`src/rtl/rmw_sram_if.sv`:
```
// Bus bundle between a word-oriented master, the RMW adapter and a synchronous SRAM.
// The slave modport is the adapter's view; the master modport drives requests and models the RAM.
interface rmw_sram_if #(
    parameter int DATA_W = 32,
    parameter int ADDR_W = 32
);
    logic                  read_i;
    logic                  write_i;
    logic [DATA_W/8-1:0]   byteenable_i;
    logic [ADDR_W-1:0]     address;
    logic [DATA_W-1:0]     data_master_wr;
    logic                  stall_o;
    logic [DATA_W-1:0]     data_master_rd;
    logic                  rd_valid_o;
    logic [ADDR_W-1:0]     ram_addr;
    logic                  read_o;
    logic                  write_o;
    logic [DATA_W-1:0]     data_ram_wr;
    logic [DATA_W-1:0]     data_ram_rd;

    modport slave (
        input  read_i, write_i, byteenable_i, address, data_master_wr, data_ram_rd,
        output stall_o, data_master_rd, rd_valid_o, ram_addr, read_o, write_o, data_ram_wr
    );

    modport master (
        output read_i, write_i, byteenable_i, address, data_master_wr, data_ram_rd,
        input  stall_o, data_master_rd, rd_valid_o, ram_addr, read_o, write_o, data_ram_wr
    );
endinterface

```
`src/rtl/rmw_sram_adapter.sv`:
```
// Byte-enable adapter for a word-only SRAM: full writes pass through, partial writes
// become read-merge-write sequences, reads wait out the RAM latency.
//
// state   | meaning
// IDLE    | accepting requests; full/empty writes complete here
// RD_WAIT | RAM read in flight, counter runs down to the data-valid cycle
// WR      | merged word written back, stall released
module rmw_sram_adapter #(
    parameter int DATA_W = 32,
    parameter int ADDR_W = 32,
    parameter int RD_LAT = 1,
    parameter int CNT_W  = 16
) (
    input  logic             clk,
    input  logic             rst,
    rmw_sram_if.slave        bus,
    output logic [CNT_W-1:0] rmw_count,
    output logic             err_o
);
    localparam int NB = DATA_W / 8;
    localparam int CW = $clog2(RD_LAT + 1);

    typedef enum logic [1:0] {IDLE, RD_WAIT, WR} state_t;

    state_t              state, state_nxt;
    logic [CW-1:0]       cnt;
    logic [ADDR_W-1:0]   lat_addr;
    logic [NB-1:0]       lat_be;
    logic [DATA_W-1:0]   lat_data;
    logic                lat_is_rd;
    logic [DATA_W-1:0]   merged;
    logic [DATA_W-1:0]   merge_word;
    logic                be_full, be_empty, take_partial, take_read, rd_done;

    assign be_full      = &bus.byteenable_i;
    assign be_empty     = ~|bus.byteenable_i;
    // A simultaneous read+write is treated as the write.
    assign take_partial = (state == IDLE) && bus.write_i && !be_full && !be_empty;
    assign take_read    = (state == IDLE) && bus.read_i && !bus.write_i;
    assign rd_done      = (state == RD_WAIT) && (cnt == '0);

    always_comb begin
        merge_word = '0;
        for (int b = 0; b < NB; b++) begin
            merge_word[b*8 +: 8] = lat_be[b] ? lat_data[b*8 +: 8] : bus.data_ram_rd[b*8 +: 8];
        end
    end

    always_ff @(posedge clk) begin
        if (rst) state <= IDLE;
        else     state <= state_nxt;
    end

    always_comb begin
        state_nxt = state;
        case (state)
            IDLE:    if (take_partial || take_read) state_nxt = RD_WAIT;
            RD_WAIT: if (cnt == '0) state_nxt = lat_is_rd ? IDLE : WR;
            WR:      state_nxt = IDLE;
            default: state_nxt = IDLE;
        endcase
    end

    always_ff @(posedge clk) begin
        if (rst) begin
            cnt       <= '0;
            lat_addr  <= '0;
            lat_be    <= '0;
            lat_data  <= '0;
            lat_is_rd <= 1'b0;
            merged    <= '0;
            rmw_count <= '0;
            err_o     <= 1'b0;
        end else begin
            if (take_partial || take_read) begin
                cnt       <= CW'(RD_LAT - 1);
                lat_addr  <= bus.address;
                lat_be    <= bus.byteenable_i;
                lat_data  <= bus.data_master_wr;
                lat_is_rd <= take_read;
            end else if (state == RD_WAIT && cnt != '0) begin
                cnt <= cnt - CW'(1);
            end
            if (rd_done && !lat_is_rd) merged <= merge_word;
            if (state == WR) rmw_count <= rmw_count + CNT_W'(1);
            if (state == IDLE && bus.read_i && bus.write_i) err_o <= 1'b1;
        end
    end

    // Strobes and data are forced low during reset so an abandoned RMW never reaches the RAM.
    always_comb begin
        bus.ram_addr       = (state == IDLE) ? bus.address : lat_addr;
        bus.stall_o        = 1'b0;
        bus.read_o         = 1'b0;
        bus.write_o        = 1'b0;
        bus.rd_valid_o     = 1'b0;
        bus.data_master_rd = '0;
        bus.data_ram_wr    = '0;
        if (!rst) begin
            case (state)
                IDLE: begin
                    if (bus.write_i) begin
                        if (be_full) begin
                            bus.write_o     = 1'b1;
                            bus.data_ram_wr = bus.data_master_wr;
                        end else if (!be_empty) begin
                            bus.read_o  = 1'b1;
                            bus.stall_o = 1'b1;
                        end
                    end else if (bus.read_i) begin
                        bus.read_o  = 1'b1;
                        bus.stall_o = 1'b1;
                    end
                end
                RD_WAIT: begin
                    if (rd_done && lat_is_rd) begin
                        bus.rd_valid_o     = 1'b1;
                        bus.data_master_rd = bus.data_ram_rd;
                    end else begin
                        bus.stall_o = 1'b1;
                    end
                end
                WR: begin
                    bus.write_o     = 1'b1;
                    bus.data_ram_wr = merged;
                end
                default: ;
            endcase
        end
    end
endmodule
```
`src/flat_wrapper.sv`:
```
// flat-port wrapper written by rule: the top's interface ports become plain ports
module rmw_sram_adapter_flat 
#(
    parameter int DATA_W = 32,
    parameter int ADDR_W = 32,
    parameter int RD_LAT = 1,
    parameter int CNT_W  = 16
)
  (clk, rst, rmw_count, err_o, bus_read_i, bus_write_i, bus_byteenable_i, bus_address, bus_data_master_wr, bus_data_ram_rd, bus_stall_o, bus_data_master_rd, bus_rd_valid_o, bus_ram_addr, bus_read_o, bus_write_o, bus_data_ram_wr);
  rmw_sram_if #(.DATA_W(DATA_W), .ADDR_W(ADDR_W)) bus_i ();
  input  logic clk;
  input  logic rst;
  output logic [CNT_W-1:0] rmw_count;
  output logic err_o;
  input wire logic [$bits(bus_i.read_i)-1:0] bus_read_i;
  input wire logic [$bits(bus_i.write_i)-1:0] bus_write_i;
  input wire logic [$bits(bus_i.byteenable_i)-1:0] bus_byteenable_i;
  input wire logic [$bits(bus_i.address)-1:0] bus_address;
  input wire logic [$bits(bus_i.data_master_wr)-1:0] bus_data_master_wr;
  input wire logic [$bits(bus_i.data_ram_rd)-1:0] bus_data_ram_rd;
  output wire logic [$bits(bus_i.stall_o)-1:0] bus_stall_o;
  output wire logic [$bits(bus_i.data_master_rd)-1:0] bus_data_master_rd;
  output wire logic [$bits(bus_i.rd_valid_o)-1:0] bus_rd_valid_o;
  output wire logic [$bits(bus_i.ram_addr)-1:0] bus_ram_addr;
  output wire logic [$bits(bus_i.read_o)-1:0] bus_read_o;
  output wire logic [$bits(bus_i.write_o)-1:0] bus_write_o;
  output wire logic [$bits(bus_i.data_ram_wr)-1:0] bus_data_ram_wr;
  assign bus_i.read_i = bus_read_i;
  assign bus_i.write_i = bus_write_i;
  assign bus_i.byteenable_i = bus_byteenable_i;
  assign bus_i.address = bus_address;
  assign bus_i.data_master_wr = bus_data_master_wr;
  assign bus_i.data_ram_rd = bus_data_ram_rd;
  assign bus_stall_o = bus_i.stall_o;
  assign bus_data_master_rd = bus_i.data_master_rd;
  assign bus_rd_valid_o = bus_i.rd_valid_o;
  assign bus_ram_addr = bus_i.ram_addr;
  assign bus_read_o = bus_i.read_o;
  assign bus_write_o = bus_i.write_o;
  assign bus_data_ram_wr = bus_i.data_ram_wr;
  rmw_sram_adapter #(.DATA_W(DATA_W), .ADDR_W(ADDR_W), .RD_LAT(RD_LAT), .CNT_W(CNT_W)) u_core (.clk(clk), .rst(rst), .bus(bus_i), .rmw_count(rmw_count), .err_o(err_o));
endmodule
```
`config.mk`:
```
export PLATFORM = sky130hd
export DESIGN_NAME = rmw_sram_adapter_flat
export DESIGN_NICKNAME = d
export VERILOG_FILES = /design/src/rtl/rmw_sram_if.sv /design/src/rtl/rmw_sram_adapter.sv /design/src/flat_wrapper.sv
export SDC_FILE = /design/constraint.sdc
export NUM_CORES = 1
export LEC_CHECK = 0
export BUFFER_PORTS_ARGS = -buffer_cell sky130_fd_sc_hd__buf_2
export CAP_MARGIN = 20
export CORE_MARGIN = 2
export CORE_UTILIZATION = 40
export CTS_CLUSTER_SIZE = 20
export DETAILED_ROUTE_END_ITERATION = 10
export HOLD_SLACK_MARGIN = 0.1
export PLACE_DENSITY = 0.72
export SLEW_MARGIN = 10
export SYNTH_ARGS = -nofsm -noshare
export SYNTH_HDL_FRONTEND = slang
export SYNTH_SLANG_ARGS = --single-unit
```
`constraint.sdc`:
```
create_clock -name clk -period 3.9 [get_ports clk]
set_input_delay 0.78 -clock clk [delete_from_list [all_inputs] [get_ports clk]]
set_output_delay 0.78 -clock clk [all_outputs]
set_load 0.005 [all_outputs]
```
[After elaboration in Yosys (flattened, before gate mapping)]
Index checks and enable logic that the tools add are counted.
Storage, ports and cells
  bits in registers: 121
  input port bits: 104
  output and inout port bits: 117
  word-level logic and storage cells: 67
Operators by class
  $add $sub $neg: 2
  equal/unequal tests: 4
  muxes and demuxes: 32
  bitwise logic cells: 1
  reductions and logical operators: 19
Operators with widths (number)
  32-bit 2-to-1 mux: 7
  32-bit one-hot mux with 2 select lines: 1
  8-bit 2-to-1 mux: 4
  16-bit by 1-bit adder with 16-bit output, second input constant: 1
  1-bit 2-to-1 mux: 14
  1-bit logical AND: 10
  2-bit 2-to-1 mux: 3
  2-bit != test, second input constant: 2
  1-bit one-hot mux with 2 select lines: 2
  2-bit one-hot mux with 2 select lines: 1
  4-bit AND reduction: 1
  4-bit OR reduction: 1
  1-bit logical NOT: 3
  2-bit by 1-bit equality test with 1-bit output, second input constant: 1
  2-bit equality test, second input constant: 1
  2-bit logical NOT: 1
  2-bit AND reduction: 1
  2-bit OR reduction: 1
  1-bit logical OR: 1
  1-bit NOT: 1
  1-bit subtractor, second input constant: 1

[Logic depth before layout (Yosys ltp)]
  depth after elaboration: 7
  depth in mapped cells: 7

[Least setup slack after synthesis]
OpenSTA, ideal clock, no wires.
  kind: input to output
  from: input bus_byteenable_i[2]
  to: output bus_stall_o
  arrival time: 2005 ps
  required time: 3120 ps
  slack: 1115 ps
  stages: 6
  buffers on the path: 2
  cells stage by stage: or4_4 a41o_1 buf_2 buf_6 a21oi_1 nor3_1
On the way
  word-level cells in the longest chain between the ends: 6
  elaborated cells on any way between the ends: 7
  classes of those cells: 5 x mux; 2 x reduce/logical
Ends and longest elaborated chain
  start, declared: RTL line flat_wrapper.sv:17  | input wire logic [$bits(bus_i.byteenable_i)-1:0] bus_byteenable_i;
  4-bit OR reduction: RTL line rmw_sram_adapter.sv:36  | assign be_empty = ~|bus.byteenable_i;
  1-bit 2-to-1 mux: RTL line rmw_sram_adapter.sv:106  | end else if (!be_empty) begin
  1-bit 2-to-1 mux *: RTL line rmw_sram_adapter.sv:103  | if (be_full) begin
  1-bit 2-to-1 mux *: RTL line rmw_sram_adapter.sv:102  | if (bus.write_i) begin
  1-bit one-hot mux with 2 select lines *: RTL line rmw_sram_adapter.sv:100  | case (state)
  1-bit 2-to-1 mux *: RTL line rmw_sram_adapter.sv:99  | if (!rst) begin
  end, declared: RTL line flat_wrapper.sv:21  | output wire logic [$bits(bus_i.stall_o)-1:0] bus_stall_o;
Mark *: on every way between the ends. The rest lies on a longest branch, timed or not.

[Worst setup path after layout]
  from: input bus_byteenable_i[0]
  to: output bus_write_o
On the way
  word-level cells in the longest chain between the ends: 5
Ends and longest elaborated chain
  4-bit AND reduction: RTL line rmw_sram_adapter.sv:35  | assign be_full = &bus.byteenable_i;
  1-bit 2-to-1 mux: RTL line rmw_sram_adapter.sv:103
  1-bit 2-to-1 mux: RTL line rmw_sram_adapter.sv:102
  1-bit one-hot mux with 2 select lines: RTL line rmw_sram_adapter.sv:100
  1-bit 2-to-1 mux: RTL line rmw_sram_adapter.sv:99
  end, declared: RTL line flat_wrapper.sv:26  | output wire logic [$bits(bus_i.write_o)-1:0] bus_write_o;
No other way between the ends.

==> impl_metrics.yaml <==
timing:
  final_max_slew_viol_count: 0
  clock.fmax_mhz: 322
  slew_headroom_pct: 48.8
  min_period_ns: 3.10
  tns_ns: 0
  hold_viol: 0
  finalCritPeriodShare_pct: 79.5
  worstMarginPinSlew_ns: 0.768
  clock_skew_ns: 0.00561
  rsz0062_at_grt: "false"
  setup_viol: 0
setup_path:
  crit_required_ns: 3.12
  crit_type: "primary input to primary output"
  start_kind: "primary input"
  endpoint_kind: "primary output"
  critPathMaxFanout: 33
  cp.arrival_ns: 2.32
floorplan:
  start_util_pct: 41.2
  rows: 44
  core_sq_um: 14600
  io_pins: 221
  die-area_sq_um: 16100
  die_w_microns: 127
  die_height_microns: 127
clock_network:
  cts_made_buffers: 17
  clk_pin_slew_ns: 0.05
  root_buffer: "clkbuf_16"
  cts.sinks: 121
  cts_tree: "built"
  clk_latency_ns: 0.41
  postCtsHoldBufs: 0
  post_cts_resized: 0
  cts_setup_buffers: 0
  clockBufferDepth: 2
  ctsHtreeMaxLevel: 4
route:
  first_pass_iters: 4
  vias: 5464
  drcViolationCount: 0
  viasPerCell: 5.02
  post_drt_wl_per_cell_microns: 14.4
  drt_iter0_markers: 201
  wl_mm: 15.7
  ant_nets: 0
logic_synthesis:
  synth_edf_count: 0
  synthTopCellsByArea: "dfxtp_1 (40%), a21oi_2 (9.0%), nand2_1 (8.8%), mux2_2 (6.0%), mux2i_1 (5.5%)"
  ys_ff_latch: 121
  ys.flop_type: "dfxtp_1"
  yosysTopAreaCellShare_pct: 40.2
  synth.most_common_cell: "nand2_1"
  syn_avg_cell_area_sq_um: 8.63
  yosys-top-cells-count: "nand2_1 (141), dfxtp_1 (121), nor2_1 (85), a21oi_2 (62), mux2i_1 (33)"
  synthesis.nets: 804
  syn_inst: 699
  yosysWarningCount: 0
  synth_top_cell_by_area: "dfxtp_1"
  netlist_area_sq_um: 6030
  ys_seq_area_share_pct: 40.2
  ys_types: 43
  async_flop_share_pct: 0
global_routing:
  grt_max_degree: 80
  grt-ovfl-total: 0
  antenna_found_initial: 0
  grt_pass1_vias: 5130
  grt_use_total_pct: 19.4
  grt_pass1_wl_mm: 25.1
placement:
  gp_congestion: 0.757
  dpl.hpwl_mm: 10.5
  placedCellCount: 1056
  portBuffers: 220
layout:
  drive_above_1_share_pct: 40.9
  area_delta_synth_final_pct: 29.4
  diodes: 0
  fillers: 1371
  finalNetCount: 997
  fin_cells: 1088
power:
  ir_drop_mv: 0.324
  powerDensity_nw_per_um2: 455
  cellLeakagePower_nw: 3.30
worst_hold_path:
  hold_class: "register to register"
run:
  cap_violations: 0
status:
  status: "completed"
[worst max-delay path: stages]
cell and delay, ns:
buf_2 0.10, nand4_1 0.28, nor4b_4 0.34, buf_4 0.40, nor2_1 0.07, nor2_1 0.18
buf_2 0.16
[where the power goes]
part           switching, W  internal (W)
registers         0.0000697       0.00133
logic              0.000305      0.000240
clock network      0.000540       0.00106
total              0.000915       0.00264
[path summary, 6_finish.rpt]
| check | startpoint | to | slack (ns) | cells past startpoint |
|---|---|---|---|---|
| max reg2reg | u_core.state[1] | u_core.lat_data[0] | 1.50 | 6 |
| min reg2reg | u_core.lat_addr[26] | u_core.lat_addr[26] | 0.46 | 2 |
| min | u_core.lat_addr[26] | u_core.lat_addr[26] | 0.46 | 2 |
| max | bus_byteenable_i[0] | bus_write_o | 0.80 | 7 |
[per-stage QoR]
stage | util, % | setup WS [ns] | hold WS [ns] | power (W) | cell area (sq um)
finish | 53.3 | 0.798 | 0.456 | 0.00355 | 7800
global placement | 49.0 | 0.763 | 0.438 | 0.00196 | 7170
CTS | 53.1 | 0.784 | 0.456 | 0.00359 | 7780
global route | 53.3 | 0.656 | 0.467 | 0.00371 | 7800
detailed placement | 49.0 | 0.783 | 0.448 | 0.00198 | 7170
floorplan | - | 1.11 | 0.429 | 0.00180 | 6030
[layout make-up]
cell class | instances | area (sq um) | share of cell area [%]
Clock buffer | 23 | 488 | 6.25
Clock inverter | 8 | 118 | 1.51
Multi-Input combinational cell | 518 | 3330 | 42.6
Inverter | 2 | 7.51 | 0.0962
Sequential cell | 121 | 2420 | 31.0
Timing Repair Buffer | 232 | 1210 | 15.5
Tap cell | 184 | 230 | 2.95
[routing by layer]
| layer | track usage (%) | vias to the layer above | part of all wire (%) |
|---|---|---|---|
| li1 | - | 2789 | - |
| met1 | 24.7 | 2506 | 45 |
| met2 | 32.7 | 147 | 48 |
| met3 | 4.68 | 22 | 4.7 |
| met4 | 6.14 | 0 | 1.5 |
| met5 | 0 | - | 0 |
[registers in the layout, summed over array words and instances (netlist names)]
register / count
u_core.cnt: 1
u_core.err_o: 1
u_core.lat_addr: 32
u_core.lat_be: 4
u_core.lat_data: 32
u_core.lat_is_rd: 1
u_core.merged: 32
u_core.rmw_count: 16
u_core.state: 2
[cells by family (layout without fill, tap and decap cells)]
group / count (synthesis) / count (layout) / share of synthesized area (%)
and+or+nand+nor: 295 / 295 / 22.0
adders and majority gates: 1 / 1 / 0.207
DFF: 121 / 121 / 40.2
buffers and inverters: 60 / 265 / 5.21
muxes: 66 / 66 / 11.6
xor gates and xnor gates: 11 / 11 / 1.60
AOI/OAI and AO/OA: 145 / 145 / 19.1
[cell usage in the layout (no fill, tap or decap), types with 3 or more instances in the layout]
cell type / n
mux2i_1: 33
a21oi_2: 62
dfxtp_1: 121
nand3_1: 5
buf_2: 219
xnor2_1: 6
clkbuf_16: 17
a22oi_1: 32
nor2_1: 84
clkinv_2: 4
nor4_1: 3
nand2_1: 141
and2_1: 32
mux2_2: 32
a21oi_1: 12
xor2_1: 5
a211oi_1: 32
nand4_1: 4
buf_4: 12
bufinv_16: 3
nor3_1: 3
nand2b_1: 3
clkbuf_8: 4
(Power assumes the default switching activity.)
